==> src/rtl/wrf_tx_arbiter.sv <==
// Frame-granular round-robin arbiter sharing one 16-bit WR fabric TX port among NUM_SRC sources.
// Optional mid-frame idle timeout is built only when WRF_ARB_TIMEOUT_EN is defined.
module wrf_tx_arbiter #(
  parameter int NUM_SRC        = 2,
  parameter int TIMEOUT_CYCLES = 256
) (
  input  logic                  wrf_clk,
  input  logic                  wrf_rst_n,
  input  logic [NUM_SRC-1:0]    src_valid,
  input  logic [16*NUM_SRC-1:0] src_data,
  input  logic [NUM_SRC-1:0]    src_last,
  output logic [NUM_SRC-1:0]    src_stall,
  output logic                  wrf_valid,
  output logic [15:0]           wrf_data,
  output logic                  wrf_last,
  input  logic                  wrf_stall,
  output logic [2:0]            grant_id,
  output logic                  busy,
  output logic [15:0]           frame_count,
  output logic                  timeout_err
);

  // state   | meaning
  // S_IDLE  | no owner; port quiet, every source stalled, arbitration runs
  // S_GRANT | grant_id owns the port until a transferred last word (or timeout)
  typedef enum logic {S_IDLE, S_GRANT} state_t;

  state_t      state, state_nxt;
  logic [2:0]  ptr, ptr_nxt;
  logic [2:0]  grant_nxt;
  logic [15:0] frame_nxt;
  logic [2:0]  sel;
  logic        any_req;
  logic        g_valid, g_last;
  logic [15:0] g_data;
  logic        timeout_hit;

  assign any_req = |src_valid;

  // Descending k so the candidate closest after ptr is written last and wins.
  always_comb begin
    sel = '0;
    for (int k = NUM_SRC; k >= 1; k--) begin
      for (int j = 0; j < NUM_SRC; j++) begin
        if (src_valid[j] && (((int'(ptr) + k) % NUM_SRC) == j)) sel = 3'(j);
      end
    end
  end

  always_comb begin
    g_valid = 1'b0;
    g_last  = 1'b0;
    g_data  = '0;
    for (int j = 0; j < NUM_SRC; j++) begin
      if (grant_id == 3'(j)) begin
        g_valid = src_valid[j];
        g_last  = src_last[j];
        g_data  = src_data[16*j +: 16];
      end
    end
  end

`ifdef WRF_ARB_TIMEOUT_EN
  localparam int CW = $clog2(TIMEOUT_CYCLES + 1);
  logic [CW-1:0] idle_cnt;

  // Fires during the idle cycle that brings the count to TIMEOUT_CYCLES.
  assign timeout_hit = (state == S_GRANT) && !g_valid &&
                       (idle_cnt == CW'(TIMEOUT_CYCLES - 1));

  always_ff @(posedge wrf_clk or negedge wrf_rst_n) begin
    if (!wrf_rst_n) begin
      idle_cnt <= '0;
    end else if (state != S_GRANT || g_valid || timeout_hit) begin
      idle_cnt <= '0;
    end else begin
      idle_cnt <= idle_cnt + 1'b1;
    end
  end
`else
  // No counter in this build; the limit parameter has no effect.
  assign timeout_hit = 1'b0 & (TIMEOUT_CYCLES > 0);
`endif

  assign timeout_err = timeout_hit;

  always_comb begin
    state_nxt = state;
    grant_nxt = grant_id;
    ptr_nxt   = ptr;
    frame_nxt = frame_count;
    busy      = 1'b0;
    wrf_valid = 1'b0;
    wrf_data  = '0;
    wrf_last  = 1'b0;
    src_stall = '1;
    case (state)
      S_IDLE: begin
        if (any_req) begin
          state_nxt = S_GRANT;
          grant_nxt = sel;
        end
      end
      S_GRANT: begin
        busy      = 1'b1;
        wrf_valid = g_valid;
        wrf_data  = g_data;
        wrf_last  = g_last;
        for (int j = 0; j < NUM_SRC; j++) begin
          if (grant_id == 3'(j)) src_stall[j] = wrf_stall;
        end
        if (g_valid && !wrf_stall && g_last) begin
          state_nxt = S_IDLE;
          ptr_nxt   = grant_id;
          frame_nxt = frame_count + 16'd1;
        end else if (timeout_hit) begin
          state_nxt = S_IDLE;
          ptr_nxt   = grant_id;
        end
      end
      default: state_nxt = S_IDLE;
    endcase
  end

  always_ff @(posedge wrf_clk or negedge wrf_rst_n) begin
    if (!wrf_rst_n) begin
      state       <= S_IDLE;
      grant_id    <= '0;
      ptr         <= 3'(NUM_SRC - 1);
      frame_count <= '0;
    end else begin
      state       <= state_nxt;
      grant_id    <= grant_nxt;
      ptr         <= ptr_nxt;
      frame_count <= frame_nxt;
    end
  end

endmodule
==> config.mk <==
export PLATFORM = sky130hd
export DESIGN_NAME = wrf_tx_arbiter
export DESIGN_NICKNAME = d
export VERILOG_FILES = /design/src/rtl/wrf_tx_arbiter.sv
export SDC_FILE = /design/constraint.sdc
export NUM_CORES = 1
export LEC_CHECK = 0
export CAP_MARGIN = 20
export CORE_ASPECT_RATIO = 0.8
export CORE_MARGIN = 1.5
export CORE_UTILIZATION = 32
export DETAILED_ROUTE_END_ITERATION = 8
export PLACE_DENSITY = 0.78
export REMOVE_ABC_BUFFERS = 1
export SLEW_MARGIN = 25
export SYNTH_ARGS = -nofsm -noshare
export SYNTH_HDL_FRONTEND = slang
export SYNTH_SLANG_ARGS = --single-unit
==> constraint.sdc <==
create_clock -name wrf_clk -period 1.6 [get_ports wrf_clk]
set_input_delay 0.16 -clock wrf_clk [delete_from_list [all_inputs] [get_ports wrf_clk]]
set_output_delay 0.16 -clock wrf_clk [all_outputs]
set_load 0.02 [all_outputs]
# Word level (Yosys, flattened, before mapping)
# Index checks and enable logic that the tools add are counted.
dict set report totals {
  ramBits 0
  ff_bits 19
  memories 0
  romBits 0
  word_cells 43
  out_inout_bits 41
  input_bits 39
  latch_bits 0
}
dict set report op_classes {
  n_eq_ne 3
  magnitude_cmp 0
  n_reduce_logical 11
  mul 0
  n_shift 0
  add_sub_neg 3
  div 0
  mux 19
  bitwise 3
}
# op count
set ops {}
lappend ops {{$mux W16} 3}
lappend ops {{$logic_not A32 Y1} 1}
lappend ops {{$add A16 B1 Y16 const B} 1}
lappend ops {{$mux W1} 14}
lappend ops {{$logic_and A1 B1 Y1} 5}
lappend ops {{$eq A2 B2 Y1 const B} 2}
lappend ops {{$reduce_and A2 Y1} 2}
lappend ops {{$logic_not A3 Y1} 1}
lappend ops {{$add A1 B1 Y1 const B} 2}
lappend ops {{$and A1 B1 Y1 const A} 2}
lappend ops {{$mux W2} 1}
lappend ops {{$pmux W1 S2} 1}
lappend ops {{$reduce_or A2 Y1} 1}
lappend ops {{$eq A1 B1 Y1 const B} 1}
lappend ops {{$logic_not A1 Y1} 1}
lappend ops {{$not A1 Y1} 1}

# Logic depth before layout (Yosys ltp)
dict set report depth {
  depth_word 7
  ltp_mapped 5
  ltp_nobuf 5
}

# Least setup slack after synthesis
# OpenSTA, ideal clock, no wires.
dict set report synth_path {
  path_type {reg-to-reg}
  start {register grant_id[0]}
  end {register frame_count[10]}
  setup_slack_ns -0.014
  arrival_time_ns 1.484
  n_path_buf 1
  required_time_ns 1.470
  path_stages_with_launch 6
  synth_period_minus_slack_ns 1.614
  setup_time_ns 0.130
  cell_sequence {dfrtp_1 -> buf_4 -> mux2i_2 -> nor4_4 -> nand3_1 -> xnor2_1}
}
dict set report synth_between {
  elab_chain_len 6
  elab_cells_between_ends 9
  cone_classes {eq/ne: 1; mux: 4; reduce/logical: 4}
}
# item line
set synth_rtl {}
lappend synth_rtl {{from (decl)} 17} ;# output logic [2:0] grant_id,
lappend synth_rtl {{from (signal assigned)} 133} ;# grant_id <= grant_nxt;
lappend synth_rtl {{$logic_not A3 Y1} 55} ;# if (grant_id == 3'(j)) begin
lappend synth_rtl {{$mux W1 (2 in a row)} 55}
lappend synth_rtl {{$logic_and A1 B1 Y1} 112} ;# if (g_valid && !wrf_stall && g_last) begin
lappend synth_rtl {{$logic_and A1 B1 Y1 *} 112}
lappend synth_rtl {{$reduce_and A2 Y1 (no line) *} --}
lappend synth_rtl {{to (signal assigned)} 135} ;# frame_count <= frame_nxt;
lappend synth_rtl {{to (decl)} 19} ;# output logic [15:0] frame_count,
# Every way passes the cells marked *; elsewhere a longest branch is shown, timed or not.
# A chain may end at the register's enable or synchronous reset.

# Worst setup path in the final report
dict set report layout_path {
  start {register grant_id[0]}
  end {register frame_count[9]}
}
# The elaborated chain is that of the path after synthesis.

==> impl_metrics.toml <==
[sta]
skew_ns = 0.00415
finalCritPeriodShare = 1.03
timing.fmax_ghz = 0.610
grt_setup_unrepaired = "true"
fin_crit_ns = 1.64
setup_slack_ns = -0.0404
finalSetupViolCount = 7
drv_slew = 0
hold_ws_ns = 0.227
finalHoldViolCount = 0

[place]
hpwl_mm = 2.54
place_area_um2 = 2080
dp.cells = 240
dpl_worst_slack_ns = -0.183
gp_congestion = 0.745
port_buffers = 76

[critical_path]
worstSetupEndpointType = "register"
cp_max_fo = 6
path_class = "reg -> reg"
cp.arrival_ns = 1.78
cp.required_ns = 1.73
crit_family = "buffers and inverters"
max_stage_delay_ns = 0.44
cp_cell_sequence = "buf_6 > mux2i_2 > buf_12 > nor4_4 > buf_4 > nand4_1 > xnor2_1"
worstSetupStartpointType = "register"
cp_slowest_cell = "dfrtp_2"
worst-path-buf-inv = 3

[yosys]
synth_area_per_cell_um2 = 10.2
synth_area_um2 = 1170
ys_seq_elements = 19
yosys.area.top_type = "dfrtp_1"
synth_edf_count = 0
synthFlopType = "dfrtp_1"
synth_commonest_cells = "nor2_1 (19), dfrtp_1 (18), mux2i_1 (16)"
ys_warn_count = 0
synthTopCellsByArea = "dfrtp_1 (39%), mux2i_1 (14%), xnor2_1 (9.7%)"
synth-seq-area-share = 0.408
synth_cell_types = 25
yosysMostFrequentCell = "nor2_1"
synthCells = 115
synth_async_sr_flop_share = 1.00
synth_top_area_share = 0.385

[cells_and_area]
nFillCells = 272
layout-drive-gt1-share = 0.261
area_growth_pct = 85.2
final_area_um2 = 2160
diodes = 0
final_cell_count_no_fill = 249
nNetsFinal = 248

[routing]
vias_per_cell = 4.86
drtAntennaViolNets = 0
via_count = 1211
drt_iter0_markers = 39
drc = 0
routed_wl_mm = 3.15
first_pass_iters = 4
wl_per_cell_um = 12.7

[floorplanning]
rows = 19
boundaryPins = 80
die_width_um = 70.6
start_util = 0.337
coreArea_um2 = 3470
fp.dieArea_um2 = 4030
dieHeight_um = 57.1

[clock_network]
clk_pin_slew_ns = 0.07
h-tree-depth = 1
clock_sinks = 19
cts_root_buf = "clkbuf_8"
cts_tree = "yes"
insertion_delay_ns = 0.25
clockBufferDepth = 2
numCtsBuffers = 3

[outcome]
violations = "setup timing"
status = "complete, but fails checks"

[global_route]
globalRouteTotalUtil = 0.160
antenna_found_initial = 0
grt_pass1_vias = 1173
grt_max_degree = 21
grt_pass1_wl_mm = 5.19
grt.overflow.total = 0

[worst_hold_path]
hold_path_class = "in -> async"

[flow_run]
cap_violations = 0

[power_and_ir_drop]
vdd_drop_max_mv = 0.715
power.density_nw_per_um2 = 1260
power_leakage_nw = 0.980
p_total_mw = 2.73
[path summary, 6_finish.rpt]
check / from / endpoint / slack (ns) / cells after the start
setup / recovery: grant_id[0] / frame_count[9] / -0.04 / 7
hold / removal: wrf_rst_n / frame_count[7] / 0.23 / 1
setup reg to reg: grant_id[0] / frame_count[9] / -0.04 / 7
hold reg to reg: frame_count[15] / frame_count[15] / 0.48 / 1
max in group asynchronous: wrf_rst_n / frame_count[10] / 0.87 / 2
min in group wrf_clk: frame_count[15] / frame_count[15] / 0.48 / 1
[area by class of cell]
cell class,count,area [um^2],share of cell area
Tap cell,42,52.6,0.0243
Multi-Input combinational cell,88,684,0.316
Timing Repair Buffer,95,900,0.416
Clock inverter,1,5.00,0.00231
Inverter,1,3.75,0.00173
Sequential cell,19,478,0.221
Clock buffer,3,41.3,0.0191
[routing by layer]
metal | global-route usage | up-vias | part of all wire
met1 | 0.182 | 574 | 0.40
met4 | 0.0323 | 0 | 0.0098
met5 | 0 | - | 0
met3 | 0.0512 | 4 | 0.077
met2 | 0.296 | 58 | 0.52
li1 | - | 575 | -
[report_power, final]
part / internal, mW / switching, mW / total, mW / leakage, nW
registers: 0.576 / 0.108 / 0.683 / 0.248
logic: 0.883 / 0.833 / 1.72 / 0.707
clock network: 0.173 / 0.154 / 0.327 / 0.0255
total: 1.63 / 1.09 / 2.73 / 0.980
[repair_timing]
action	CTS	global route
hold buffers	0	0
endpoints found under the hold margin	0	0
gates resized for setup	81	14
pin swaps	6	5
endpoints found under the setup margin	34	25
buffers inserted	5	0
[through the flow]
step	setup TNS (ns)	utilization
finish	-0.161	0.624
global route	-1.32	0.624
CTS	-0.246	0.608
detailed placement	-3.74	0.600
global placement	-3.34	0.600
floorplan	-9.24	-
[cells in the final DEF (no fill, tap or decap), drive strengths merged, types with 2 or more instances in the layout]
cell type      synthesis  layout
and3                   5       5
buf                    5      35
clkbuf                 4       4
clkdlybuf4s50          0      55
conb                   1       3
dfrtp                 18      18
dlygate4sd2            0       4
mux2                   2       2
mux2i                 18      18
nand2                  6       6
nand3                  6       6
nand4                  5       5
nor2                  19      19
nor3                   2       2
nor4                   2       2
xnor2                 13      13
xor2                   2       2
[kinds of logic after synthesis]
| kind of cell | Yosys count | synth area share |
|---|---|---|
| muxes | 20 | 0.180 |
| adders and majority gates | 1 | 0.0107 |
| DFF | 19 | 0.408 |
| and+or+nand+nor | 48 | 0.231 |
| buffers and inverters | 10 | 0.0460 |
| other | 1 | 0.00321 |
| AOI/OAI and AO/OA | 1 | 0.00857 |
| xor gates and xnor gates | 15 | 0.112 |
[sequential cells by signal, indices dropped and copies added, names as in the netlist]
register / flops
ptr: 1
frame_count: 16
grant_id: 1
state: 1
Power figures use the tool's default switching activity.
